File: src/rtl/fetch_stage.sv
// Instruction fetch: owns the PC, drives L1i, buffers fetched words for decode and
// handles execute redirects, including ones that land while an L1i miss is in flight.
module fetch_stage #(
  parameter logic [31:0] RESET_PC = 32'h0000_0000,
  parameter int          DEPTH    = 2
) (
  input  logic        clock,
  input  logic        reset,
  output logic [31:0] l1i_address,
  input  logic [31:0] l1i_output_data,
  input  logic        l1i_hit,
  input  logic        l1i_ready,
  output logic        instr_valid,
  input  logic        instr_ready,
  output logic [31:0] instr_data,
  output logic [31:0] instr_pc,
  input  logic        redirect_valid,
  input  logic [31:0] redirect_pc,
  output logic        fetch_busy
);
  localparam int AW = $clog2(DEPTH);
  localparam int CW = AW + 1;

  typedef enum logic {FETCH, DRAIN} state_t;

  state_t               state, state_nxt;
  logic [31:0]          pc, pc_nxt, target, target_nxt;
  logic [DEPTH-1:0][31:0] buf_data, buf_pc;
  logic [AW-1:0]        head, tail;
  logic [CW-1:0]        count;
  logic                 hit_rdy, fill, pop, flush;
  logic [31:0]          redir_al;

  assign hit_rdy     = l1i_hit && l1i_ready;
  assign redir_al    = redirect_pc & ~32'd3;
  assign instr_valid = (count != '0);
  assign pop         = instr_valid && instr_ready;
  assign instr_data  = buf_data[head];
  assign instr_pc    = buf_pc[head];
  // pc is never touched between the miss and its return, so it is the held miss address
  assign l1i_address = pc;
  assign fetch_busy  = reset || (state == DRAIN) || !hit_rdy;

  always_comb begin
    state_nxt  = state;
    pc_nxt     = pc;
    target_nxt = target;
    fill       = 1'b0;
    flush      = 1'b0;
    case (state)
      FETCH: begin
        if (redirect_valid) begin
          flush = 1'b1;
          if (l1i_hit) begin
            pc_nxt = redir_al;
          end else begin
            target_nxt = redir_al;
            state_nxt  = DRAIN;
          end
        end else if (hit_rdy && (count < CW'(DEPTH))) begin
          fill   = 1'b1;
          pc_nxt = pc + 32'd4;
        end
      end
      DRAIN: begin
        if (redirect_valid) begin
          flush      = 1'b1;
          target_nxt = redir_al;
        end
        // the returning word belongs to the abandoned path and is dropped
        if (hit_rdy) begin
          pc_nxt    = redirect_valid ? redir_al : target;
          state_nxt = FETCH;
        end
      end
      default: state_nxt = FETCH;
    endcase
  end

  always_ff @(posedge clock) begin
    if (reset) begin
      state    <= FETCH;
      pc       <= RESET_PC;
      target   <= RESET_PC;
      head     <= '0;
      tail     <= '0;
      count    <= '0;
      buf_data <= '0;
      buf_pc   <= '0;
    end else begin
      state  <= state_nxt;
      pc     <= pc_nxt;
      target <= target_nxt;
      if (flush) begin
        head  <= '0;
        tail  <= '0;
        count <= '0;
      end else begin
        if (fill) begin
          buf_data[tail] <= l1i_output_data;
          buf_pc[tail]   <= pc;
          tail           <= tail + AW'(1);
        end
        if (pop) head <= head + AW'(1);
        count <= count + CW'(fill) - CW'(pop);
      end
    end
  end
endmodule

File: config.mk
export PLATFORM = sky130hd
export DESIGN_NAME = fetch_stage
export DESIGN_NICKNAME = d
export VERILOG_FILES = /design/src/rtl/fetch_stage.sv
export SDC_FILE = /design/constraint.sdc
export NUM_CORES = 1
export LEC_CHECK = 0
export ABC_CLOCK_PERIOD_IN_PS = 3300
export CAP_MARGIN = 25
export CORE_MARGIN = 2
export CORE_UTILIZATION = 52
export CTS_CLUSTER_DIAMETER = 200
export DETAILED_ROUTE_END_ITERATION = 8
export GPL_TIMING_DRIVEN = 0
export PLACE_DENSITY = 0.9
export SKIP_CTS_REPAIR_TIMING = 1
export SLEW_MARGIN = 20
export SYNTH_ARGS = -nofsm -noshare
export SYNTH_HDL_FRONTEND = slang
export SYNTH_SLANG_ARGS = --single-unit
export TNS_END_PERCENT = 30
File: constraint.sdc
create_clock -name clock -period 3.3 [get_ports clock]
set_clock_uncertainty 0.15 [all_clocks]
set_input_delay 0.495 -clock clock [delete_from_list [all_inputs] [get_ports clock]]
set_output_delay 0.495 -clock clock [all_outputs]
set_load 0.005 [all_outputs]
==> summary.txt <==
result of the run = completed
final hold vios = 0
register clock-pin slew on the reported worst setup and hold paths = 0.07 ns
relative max-transition margin = 0.505
shortest period the worst path allows = 3.29 ns
area enclosed by the die boundary = 17,900 um^2
boundary pin count = 168
hold wc startpoint = buf_data[3]
via count of the first global-routing pass = 8,250
setup repair after global routing missed its margin = true
endpoint of the most critical register-to-register path = count[1]
area share of the leading cell type in the synthesized netlist = 0.450
maximum number of pins on one net before global-route repair = 17
total wire length = 26,900 um
Post-synth EDFFs = 0
FF+latch count, synth = 197
Seq/Total Area, Yosys = 0.450
number of distinct standard cells referenced by the synthesized netlist = 54
Max Buffers Root-to-Sink = 2
number of cells traversed by the worst register-to-register path = 11
antenna viol nets, final = 0
CORE AREA = 16,500 um^2
total setup violations reported at the end of the flow = 0
cell taking the most area after synthesis = sky130_fd_sc_hd__dfxtp_1
iteration-0 DRC count of the detailed router = 1,074
critical path data arrival time = 2.64 ns
buffers added on ports = 164
post-route DRC violation count = 0
element type at the critical path start = flip-flop
most frequent standard cell in the layout excluding fill and tap cells = sky130_fd_sc_hd__nand2_1
number of vias in the routed layout = 8,911
diode insertion count for antenna repair = 0
Worst Hold Depth = 2
core utilization of the finished layout = 0.683
post-synthesis cell count = 1,116
most frequent cells in the layout = sky130_fd_sc_hd__nand2_1 (373), sky130_fd_sc_hd__dfxtp_1 (197), sky130_fd_sc_hd__a21oi_1 (185), sky130_fd_sc_hd__clkdlybuf4s50_1 (164), sky130_fd_sc_hd__mux2_2 (64)
Max Clk Rate = 304 MHz
clock buffers created by TritonCTS = 17
# nets final = 1,372
share of async-settable or async-resettable flops after synthesis = 0
TritonRoute pass-1 iters = 7
Syn Area/Cell = 7.86 um^2
power per cell area = 472 nW/um^2
worst skew pair latency = 0.43 ns
library cell used as clock root buffer = sky130_fd_sc_hd__clkbuf_16
kind of end point of the critical path = output port
Die Y = 134 um
worst-case hold slack = 0.299 ns
Die X-Extent = 134 um
TritonCTS clock tree = done
register-to-register setup slack = 0.45 ns
count of synthesis-stage warnings from yosys = 0
total congestion overflow = 0
via density per instance = 5.82
total routing usage reported by global routing = 0.296
placement row count = 47
average wire per cell in the routed design = 17.5 um
beginning of the worst register-to-register path = state
post-route fraction of the period consumed by the critical path = 0.997
Post-Syn Nets = 1,189
required time of the critical path = 2.65 ns
total instance count after detailed placement = 1,500
Area growth, synth to finish = 28.8%
Leak = 0.00400 uW
end point of the most critical hold path = buf_data[3]
proportion of layout cells with a drive suffix above 1 = 0.102
number of antenna violations at the first check in global routing = 0
DP HPWL = 19,000 um
count of non-filler cells in the finished layout = 1,532
slew at the pin closest to its max-slew limit = 0.743 ns
Crit Path Class = reg -> out
first-pass GRT wire length = 42,000 um
cells taking the most area after synthesis = sky130_fd_sc_hd__dfxtp_1 (45%), sky130_fd_sc_hd__nand2_1 (16%), sky130_fd_sc_hd__a21oi_1 (11%)
class of the tightest hold or removal check = reg -> reg
number of max-cap violations = 0
Worst Path Max Fanout = 10
Post-synth top flop = sky130_fd_sc_hd__dfxtp_1
starting utilization of the core area = 0.531
CTS HTree Levels = 4
clock sink total = 197
Max rail drop VDD = 0.432 mV
total chip power = 5330 uW
final-report max-slew violation count = 0
Synth Cell Area = 8770 um^2
placer's final routability congestion estimate = 0.971
[kinds of logic (layout without fill, tap and decap cells)]
kind of cell / count (synthesis) / count (layout) / share of synthesized area
DFF: 197 / 197 / 0.450
muxes: 72 / 72 / 0.0913
buffers and inverters: 97 / 293 / 0.0454
and+or+nand+nor: 459 / 459 / 0.221
AOI/OAI and AO/OA: 281 / 281 / 0.181
adders and majority gates: 3 / 3 / 0.00428
xor gates and xnor gates: 7 / 7 / 0.00699
[metrics by stage]
step / TNS, ns / worst slack, ns / cell area [um^2]
floorplan: 0 / 0.892 / 8770
global placement: -0.0297 / -0.0297 / 10700
detailed placement: -0.0708 / -0.0708 / 10700
CTS: -0.518 / -0.0533 / 11300
global route: -0.0202 / -0.0202 / 11300
finish: 0 / 0.0103 / 11300
[layout make-up]
cell class,instances,area (um^2)
Fill cell,1300,5240
Multi-Input combinational cell,822,4430
Sequential cell,197,3940
Timing Repair Buffer,164,1640
Clock buffer,19,443
Buffer,89,374
Tap cell,220,275
Clock inverter,13,156
Inverter,8,30.0
[synthesized netlist by cell type (2+ instances only)]
cell type and count:
sky130_fd_sc_hd__nand2_1 373, sky130_fd_sc_hd__dfxtp_1 197, sky130_fd_sc_hd__a21oi_1 185, sky130_fd_sc_hd__clkbuf_1 64, sky130_fd_sc_hd__mux2_2 64, sky130_fd_sc_hd__o21ai_0 44, sky130_fd_sc_hd__buf_2 21, sky130_fd_sc_hd__nor2_1 19
sky130_fd_sc_hd__nand3_1 14, sky130_fd_sc_hd__o211ai_1 12, sky130_fd_sc_hd__and3_1 10, sky130_fd_sc_hd__mux2i_1 8, sky130_fd_sc_hd__nor3_1 8, sky130_fd_sc_hd__a31oi_1 7, sky130_fd_sc_hd__inv_1 7, sky130_fd_sc_hd__or3_1 7
sky130_fd_sc_hd__a211oi_1 5, sky130_fd_sc_hd__nand4_1 5, sky130_fd_sc_hd__o22ai_1 4, sky130_fd_sc_hd__xor2_1 4, sky130_fd_sc_hd__and4_1 3, sky130_fd_sc_hd__ha_1 3, sky130_fd_sc_hd__nor3b_1 3, sky130_fd_sc_hd__nor4_1 3
sky130_fd_sc_hd__xnor2_1 3, sky130_fd_sc_hd__a221o_1 2, sky130_fd_sc_hd__a221oi_1 2, sky130_fd_sc_hd__a22oi_1 2, sky130_fd_sc_hd__a311oi_1 2, sky130_fd_sc_hd__a41o_1 2, sky130_fd_sc_hd__and2_1 2, sky130_fd_sc_hd__buf_1 2
sky130_fd_sc_hd__buf_4 2, sky130_fd_sc_hd__nor2b_1 2, sky130_fd_sc_hd__nor4_4 2, sky130_fd_sc_hd__nor4b_1 2, sky130_fd_sc_hd__o21a_1 2, sky130_fd_sc_hd__o2bb2ai_1 2, sky130_fd_sc_hd__or2_2 2
[state kept, by name (all words and copies together), names as in the netlist]
name / flops
buf_data: 64
buf_pc: 64
l1i_address: 32
target: 32
count: 2
head: 1
state: 1
tail: 1
[worst max-delay path by stage]
stage	from	endpoint	depth (start not counted)
floorplan	redirect_valid	count[1]	10
global placement	redirect_valid	count[1]	11
detailed placement	redirect_valid	count[1]	11
CTS	head	instr_pc[14]	4
global route	state	fetch_busy	5
finish	state	fetch_busy	5
[critical path: stages, from the launching register on]
cell                              delay (ns)
sky130_fd_sc_hd__dfxtp_1                0.31
sky130_fd_sc_hd__buf_2                  0.21
sky130_fd_sc_hd__clkbuf_1               0.47
sky130_fd_sc_hd__clkbuf_1               0.51
sky130_fd_sc_hd__or3_1                  0.21
sky130_fd_sc_hd__clkdlybuf4s50_1        0.50
[routing by layer]
layer / part of all wire / wire, um / up-vias / GRT usage
met4: 0.035 / 934 / 0 / 0.130
met5: 0 / 0 / - / 0
met1: 0.39 / 10400 / 4084 / 0.377
met3: 0.10 / 2800 / 105 / 0.0518
met2: 0.47 / 12700 / 555 / 0.493
li1: - / - / 4167 / -
[power breakdown]
group          leakage [uW]  switching, uW  internal [uW]  total (uW)
combinational       0.00212            357            305         662
sequential          0.00160           94.8           2460        2550
clock              0.000281            909           1210        2120
total               0.00400           1360           3970        5330
No activity file was read; power rests on OpenSTA's default activity.
